`src/rtl/imem_boot_ctrl.sv`:
```
// Boot/run sequencer: streams a program into instruction memory, then releases and gates the core.
// Optional BOOT_CHECKSUM_EN builds a running sum of loaded words on `checksum`.
module imem_boot_ctrl #(
   parameter int unsigned AW        = 10,
   parameter int unsigned DEPTH     = 1024,
   parameter logic [31:0] HALT_INSN = 32'hFC00_0000
) (
   input  logic          clk,
   input  logic          reset,
   input  logic          load_start,
   input  logic          load_valid,
   input  logic [31:0]   load_data,
   input  logic          load_last,
   output logic          load_ready,
   output logic [AW-1:0] imem_a,
   output logic [31:0]   imem_d,
   output logic          imem_we,
   input  logic [31:0]   instruction,
   output logic          core_reset,
   output logic          core_run,
   output logic          halted,
   output logic          load_overflow,
   output logic [AW:0]   words_loaded,
   output logic [31:0]   checksum
);

   typedef enum logic [2:0] {
      S_IDLE,
      S_LOAD,
      S_FLUSH,
      S_RUN,
      S_HALT
   } state_t;

   state_t        state, state_nxt;
   logic [AW-1:0] cnt;
   logic          xfer;
   logic          start_load;
   logic          overflow_hit;

   always_comb begin
      state_nxt    = state;
      load_ready   = 1'b0;
      core_reset   = 1'b1;
      core_run     = 1'b0;
      start_load   = 1'b0;
      xfer         = 1'b0;
      overflow_hit = 1'b0;
      case (state)
         S_IDLE: begin
            if (load_start) begin
               start_load = 1'b1;
               state_nxt  = S_LOAD;
            end
         end
         S_LOAD: begin
            load_ready = 1'b1;
            xfer       = load_valid;
            if (load_valid) begin
               if (load_last) begin
                  state_nxt = S_FLUSH;
               end else if (cnt == AW'(DEPTH - 1)) begin
                  // Final slot filled without a terminator: stop accepting rather than wrap.
                  overflow_hit = 1'b1;
                  state_nxt    = S_FLUSH;
               end
            end
         end
         S_FLUSH: begin
            state_nxt = S_RUN;
         end
         S_RUN: begin
            core_reset = 1'b0;
            core_run   = 1'b1;
            if (load_start) begin
               start_load = 1'b1;
               state_nxt  = S_LOAD;
            end else if (instruction == HALT_INSN) begin
               state_nxt = S_HALT;
            end
         end
         S_HALT: begin
            core_reset = 1'b0;
            if (load_start) begin
               start_load = 1'b1;
               state_nxt  = S_LOAD;
            end
         end
         default: begin
            state_nxt = S_IDLE;
         end
      endcase
   end

   always_ff @(posedge clk) begin
      if (reset) begin
         state         <= S_IDLE;
         cnt           <= '0;
         imem_a        <= '0;
         imem_d        <= '0;
         imem_we       <= 1'b0;
         halted        <= 1'b0;
         load_overflow <= 1'b0;
         words_loaded  <= '0;
      end else begin
         state   <= state_nxt;
         imem_we <= xfer;
         halted  <= (state_nxt == S_HALT);
         if (start_load) begin
            cnt           <= '0;
            words_loaded  <= '0;
            load_overflow <= 1'b0;
         end else if (xfer) begin
            imem_a       <= cnt;
            imem_d       <= load_data;
            cnt          <= cnt + AW'(1);
            words_loaded <= words_loaded + (AW+1)'(1);
            if (overflow_hit) begin
               load_overflow <= 1'b1;
            end
         end
      end
   end

`ifdef BOOT_CHECKSUM_EN
   always_ff @(posedge clk) begin
      if (reset || start_load) begin
         checksum <= '0;
      end else if (xfer) begin
         checksum <= checksum + load_data;
      end
   end
`else
   assign checksum = '0;
`endif

endmodule

```
`config.mk`:
```
export PLATFORM = sky130hd
export DESIGN_NAME = imem_boot_ctrl
export DESIGN_NICKNAME = d
export VERILOG_FILES = /design/src/rtl/imem_boot_ctrl.sv
export SDC_FILE = /design/constraint.sdc
export NUM_CORES = 1
export LEC_CHECK = 0
export BUFFER_PORTS_ARGS = -buffer_cell sky130_fd_sc_hd__buf_4
export CORE_MARGIN = 10
export CORE_UTILIZATION = 48
export DETAILED_ROUTE_END_ITERATION = 6
export PLACE_DENSITY_LB_ADDON = 0.08
export REMOVE_ABC_BUFFERS = 1
export SETUP_SLACK_MARGIN = 0.15
export SYNTH_ARGS = -nofsm -noshare
export SYNTH_HDL_FRONTEND = slang
export SYNTH_SLANG_ARGS = --single-unit
```
`constraint.sdc`:
```
create_clock -name clk -period 3.62 [get_ports clk]
set_input_delay 1.086 -clock clk [delete_from_list [all_inputs] [get_ports clk]]
set_output_delay 1.086 -clock clk [all_outputs]
set_load 0.03 [all_outputs]
```
==> run_results.csv, run 1 <==
group,metric,value,unit
status,status,"finished, final reports clean",
cts,root_buffer,"clkbuf_8",
setup_path,crit_path_end_kind,"primary output",
cells_and_area,multiInputGateArea,0.00135,mm^2
cells_and_area,num_antenna_cells,0,
setup_path,path_class,"register to primary output",
yosys,syn_area,0.00299,mm^2
yosys,yosys_most_used_dff,"dfxtp_1",
drt,drt-vias-per-instance,4.82,
yosys,ys_types,38,
power_and_ir_drop,clock_power_share,34.5,%
power_and_ir_drop,power_frac_comb,16.5,%
yosys,synth_top_cell_by_area,"dfxtp_1",
global_route,antenna_found_initial,0,
cts,path_clk_slew,0.07,ns
die,die_height,99.0,um
global_route,grtUsageTotal,16.1,%
cells_and_area,fill_cells,529,
cts,postCtsSetupBuffers,0,
yosys,syn_avg_cell_area,8.16,um^2
drt,first_pass_iters,4,
cells_and_area,finalNetCount,560,
power_and_ir_drop,p_int,1.17,mW
sta,finalClockSkew,0.00861,ns
sta,finalSetupViolCount,0,
placed_design,post-place-ws,1.17,ns
cts,clk-insertion-delay-late,0.33,ns
cts,cts_tree,"done",
sta,tightestPinTransition,0.879,ns
die,start_util,50.0,%
sta,drv_slew,0,
setup_path,crit_chain,"and3b_1 -> a21oi_1 -> buf_4",
sta,fin_crit_sh,66.9,%
cts,numCtsBuffers,9,
die,fp.coreArea,0.00599,mm^2
sta,slew_headroom,41.4,%
die,io_pins,160,
setup_path,startpoint_type,"register",
global_route,grt_max_degree,47,
sta,fin_tns_setup,0,ns
drt,drc,0,
cts,hold_buffers,0,
power_and_ir_drop,p_leak,1.72,nW
drt,ant_nets,0,
global_route,grt_remaining_overflow,0,
setup_path,cpPeakStageDelay,0.45,ns
placed_design,place.gp.congestion,0.765,
yosys,ys_async_sr_fraction,0,%
yosys,synth_top_cell_area_share,46.1,%
sta,fin_crit,2.42,ns
cts,cts_sinks,69,
global_route,grt_pass1_vias,2733,
yosys,yosysMostFrequentCell,"nand2_1",
cells_and_area,seq_area,0.00138,mm^2
die,die-area,0.00980,mm^2
cts,cts.repair.resized,0,
setup_path,critPathMaxFanout,8,
setup_path,cp_data_required_time,2.53,ns
run,maxCapViolations,0,
cells_and_area,drive_above_1_share,30.8,%
cells_and_area,syn_to_final_growth,34.4,%
global_route,grt_pass1_wl,13100,um
drt,drtIter0Drc,124,
yosys,yosysWarnings,0,
sta,rsz0062_at_grt,"false",
yosys,ys_top_cells_by_area,"dfxtp_1 (46%), nand2_1 (12%), buf_4 (9.5%)",
sta,finalHoldViolations,0,
yosys,synth_edf_count,0,
setup_path,critPathTopFamily,"flip-flops",
hold_path,hp-class,"register to register",
yosys,syn_inst,367,
setup_path,critical_path_buf_inv_count,1,
die,rows,28,
power_and_ir_drop,peakVddDrop,0.000208,V
setup_path,worstPathArrival,1.34,ns
placed_design,io_buffers,127,
yosys,synth_seq_area_share,46.1,%
setup_path,crit_slowest_cell,"dfxtp_1",
cts,cts_max_level,3,
yosys,synth.top_cells.by_count,"nand2_1 (92), dfxtp_1 (69), a21oi_1 (49)",
sta,setup_ws,1.20,ns
drt,wl_per_cell,14.6,um
power_and_ir_drop,p_per_area,404,mW/mm^2
power_and_ir_drop,net-switching-power,461,uW
power_and_ir_drop,switching_share,28.4,%
die,die_w,99.0,um
cts,clockBufferDepth,2,
placed_design,place_hpwl,6400,um
power_and_ir_drop,power_frac_seq,48.9,%
drt,vias,2741,
drt,routed_wl,8320,um
yosys,synth_seq_cells,69,
sta,fmax,0.413,GHz
-- cell families (layout without fill, tap and decap cells) --
group / after synthesis / after routing / synth area share, %
AND/OR/NAND/NOR: 159 / 159 / 24.5
flip-flops: 69 / 69 / 46.1
buffers and inverters: 60 / 156 / 12.9
AO/OA/AOI/OAI: 58 / 58 / 10.2
XOR/XNOR: 18 / 18 / 5.27
adder cells (fa/ha/maj): 2 / 2 / 0.836
other: 1 / 32 / 0.125
-- registers in the layout, summed over array words and instances, names as in the netlist --
signal         cells
imem_d            32
load_overflow      1
words_loaded      11
imem_a            10
halted             1
state              3
cnt               10
imem_we            1
-- worst register-to-register path, stage by stage, from the launching register on --
cell and delay [ns]:
dfxtp_1 0.47, and3b_1 0.28, o21ai_1 0.11, nand2b_1 0.63
nor2_1 0.14
-- layout by cell type (no fill, tap or decap), types with 4 or more instances in the layout --
master      n
xor2_1     10
clkbuf_8   11
buf_4     132
a21oi_1    49
nand4_1    12
nor4_1      8
nand3_1     5
conb_1     32
nand2_1    92
xnor2_1     8
inv_1       8
nor3_1      4
dfxtp_1    69
nor2_1     20
-- stage by stage --
stage                     cell area [um^2]  hold WS (ns)  util [%]  total power, mW  cells
final                                 4020         0.449      67.2             1.63    569
after CTS                             4020         0.451      67.2             1.64    569
after detailed placement              3840         0.442      64.2             1.08    553
after global routing                  4020         0.479      67.2             1.70    569
after global placement                3840         0.433      64.2             1.08    553
after floorplan                       2760         0.447         -            0.956    346
-- final timing paths --
check | from | to | slack [ns] | cells past startpoint
setup / recovery | state[2] | core_reset | 1.20 | 3
hold / removal | load_overflow | load_overflow | 0.45 | 2
setup reg to reg | state[0] | words_loaded[2] | 1.83 | 4
hold reg to reg | load_overflow | load_overflow | 0.45 | 2
-- power by group through the flow --
stage               Sequential, mW  Combinational, mW  Clock [mW]
finish                       0.796              0.269       0.562
global route                 0.799              0.291       0.613
CTS                          0.796              0.270       0.572
detailed placement           0.813              0.269           0
global placement             0.812              0.266           0
floorplan                    0.848              0.108           0
-- per-layer routing --
layer | vias to the layer above | global-route usage, % | wire [um]
met5 | - | 0 | 0
met3 | 6 | 8.45 | 906
li1 | 1393 | - | -
met1 | 1225 | 18.0 | 3460
met2 | 117 | 25.7 | 3890
met4 | 0 | 5.29 | 62
-- area by class of cell --
| type | instances | share of cell area (%) |
|---|---|---|
| inverters | 8 | 0.746 |
| well taps | 75 | 2.33 |
| multi-input cells | 269 | 33.5 |
| flip-flops and latches | 69 | 34.3 |
| repair buffers | 132 | 24.6 |
| clock buffers | 13 | 3.95 |
| clock inverters | 3 | 0.498 |
Power figures use the tool's default switching activity.
==> inputs of run 2 (changes only) <==
--- a/config.mk
+++ b/config.mk
@@ -7,7 +7,7 @@
 export LEC_CHECK = 0
 export BUFFER_PORTS_ARGS = -buffer_cell sky130_fd_sc_hd__buf_4
 export CORE_MARGIN = 10
-export CORE_UTILIZATION = 48
+export CORE_UTILIZATION = 45
 export DETAILED_ROUTE_END_ITERATION = 6
 export PLACE_DENSITY_LB_ADDON = 0.08
 export REMOVE_ABC_BUFFERS = 1
==> constraint.sdc (replaced) <==
create_clock -name clk -period 2.45 [get_ports clk]
set_input_delay 0.735 -clock clk [delete_from_list [all_inputs] [get_ports clk]]
set_output_delay 0.735 -clock clk [all_outputs]
set_load 0.03 [all_outputs]
==> run 2 against run 1 <==
  * Combinational power rose by 49%
  * Final area did not move
  * Largest power group unchanged
  * Via count fell by 0.51%
  * Sequential power rose by 48%
  * First-iteration DRC count is 29% lower
  * Register-to-register slack lost 0.92 ns
  * Count of clock-buffer cells in the layout shrank 1
  * Die area up 5.3%
==> run_results.csv, run 2 (synthesis gave the netlist of run 1 again) <==
group,metric,value,unit
status,status,"finished, final reports clean",
setup_path,critPathMaxFanout,8,
sta,finalHoldViolations,0,
sta,rsz0062_at_grt,"false",
power_and_ir_drop,p_int,1.69,mW
sta,drv_slew,0,
global_route,grt_remaining_overflow,0,
hold_path,hp-class,"register to register",
cells_and_area,final_cell_mix,"buf_4 (133), nand2_1 (92), dfxtp_1 (69)",
die,rows,29,
die,start_util,46.6,%
drt,drc,0,
cells_and_area,drive_above_1_share,30.9,%
placed_design,place.gp.congestion,0.811,
cts,cts_sinks,69,
cells_and_area,largest_reg_flops,32,
drt,wl_per_cell,14.7,um
sta,fin_crit_sh,85.3,%
cts,hold_buffers,0,
global_route,antenna_found_initial,0,
power_and_ir_drop,p_per_area,592,mW/mm^2
cts,cts_tree,"done",
die,die_w,102,um
setup_path,cp_data_required_time,1.71,ns
cts,path_clk_slew,0.07,ns
cts,cts_max_level,3,
cells_and_area,finalNetCount,561,
power_and_ir_drop,net-switching-power,689,uW
drt,ant_nets,0,
setup_path,worstPathArrival,1.36,ns
power_and_ir_drop,p_leak,1.73,nW
global_route,grt_max_degree,34,
power_and_ir_drop,switching_share,28.9,%
drt,routed_wl,8420,um
cts,numCtsBuffers,9,
placed_design,io_buffers,127,
setup_path,startpoint_type,"register",
power_and_ir_drop,clock_power_share,33.9,%
drt,first_pass_iters,4,
die,die-area,0.0103,mm^2
cells_and_area,syn_to_final_growth,34.4,%
sta,fin_crit,2.09,ns
setup_path,crit_path_end_kind,"primary output",
die,io_pins,160,
cells_and_area,final_common_cell,"buf_4",
die,fp.coreArea,0.00642,mm^2
setup_path,path_class,"register to primary output",
sta,finalSetupViolCount,0,
cells_and_area,num_antenna_cells,0,
cts,postCtsSetupBuffers,0,
run,maxCapViolations,0,
power_and_ir_drop,peakVddDrop,0.000288,V
cts,root_buffer,"clkbuf_8",
cells_and_area,largestRegisters,"imem_d x32, words_loaded x11",
global_route,grt_pass1_wl,13100,um
cts,clk-insertion-delay-late,0.33,ns
die,die_height,102,um
placed_design,dpl_cell_area,0.00385,mm^2
cells_and_area,postLayoutCellArea,0.00402,mm^2
sta,fmax,0.478,GHz
power_and_ir_drop,power_frac_comb,16.8,%
cells_and_area,top_register,"imem_d",
cts,clockBufferDepth,2,
global_route,grt_pass1_vias,2746,
cells_and_area,final_cells,572,
power_and_ir_drop,power_frac_seq,49.3,%
drt,vias,2727,
drt,drt-vias-per-instance,4.77,
placed_design,place_hpwl,6430,um
sta,finalClockSkew,0.00645,ns
drt,drtIter0Drc,88,
placed_design,dp.cells,556,
global_route,grtUsageTotal,15.7,%
cts,cts.repair.resized,0,
run 2: cell types whose count changed in the layout (fill, tap and decap cells not counted):
| cell | previous run | this run |
|---|---|---|
| clkinv_4 | 0 | 1 |
| buf_4 | 132 | 133 |
| clkinvlp_4 | 2 | 0 |
| clkinv_2 | 1 | 3 |
| clkbuf_8 | 11 | 10 |
run 2: path summary, 6_finish.rpt:
| kind | start | to | slack (ns) | depth (start not counted) |
|---|---|---|---|---|
| max | state[2] | core_reset | 0.36 | 3 |
| min | load_overflow | load_overflow | 0.45 | 2 |
| max reg2reg | state[2] | state[1] | 0.91 | 4 |
| min reg2reg | load_overflow | load_overflow | 0.45 | 2 |
run 2: cell type report:
| type | instances | area (um^2) |
|---|---|---|
| Fill cell | 596 | 2400 |
| Multi-Input combinational cell | 269 | 1350 |
| Inverter | 8 | 30.0 |
| Sequential cell | 69 | 1380 |
| Tap cell | 77 | 96.3 |
| Clock inverter | 4 | 23.8 |
| Clock buffer | 12 | 145 |
| Timing Repair Buffer | 133 | 998 |
run 2: critical path, stage by stage (launching register included):
cell and delay (ns):
dfxtp_1 0.46, and3b_1 0.26, a21oi_1 0.13, buf_4 0.18
run 2: layer usage:
metal  vias to the layer above  global-route usage [%]  wire length, um
met5                         -                       0                0
met4                         0                    5.61               50
met3                         5                    8.17              951
met2                       108                    25.3             3880
met1                      1214                    17.5             3540
li1                       1400                       -                -
run 2: per-stage QoR:
stage	setup WS (ns)	hold slack (ns)	TNS (ns)	util [%]	power, mW
final	0.359	0.453	0	62.7	2.38
after global routing	0.234	0.471	0	62.7	2.49
after CTS	0.323	0.457	0	62.7	2.41
after detailed placement	0.565	0.447	0	60.0	1.60
after global placement	0.606	0.438	0	60.0	1.60
after floorplan	-0.360	0.447	-2.03	-	1.41
run 2: power groups by stage:
stage / clock [mW] / sequential [mW] / combinational (mW)
2_1_floorplan: 0 / 1.25 / 0.159
3_3_place_gp: 0 / 1.20 / 0.397
3_5_place_dp: 0 / 1.20 / 0.402
4_1_cts: 0.834 / 1.17 / 0.402
5_1_grt: 0.878 / 1.18 / 0.435
6_report: 0.807 / 1.18 / 0.401
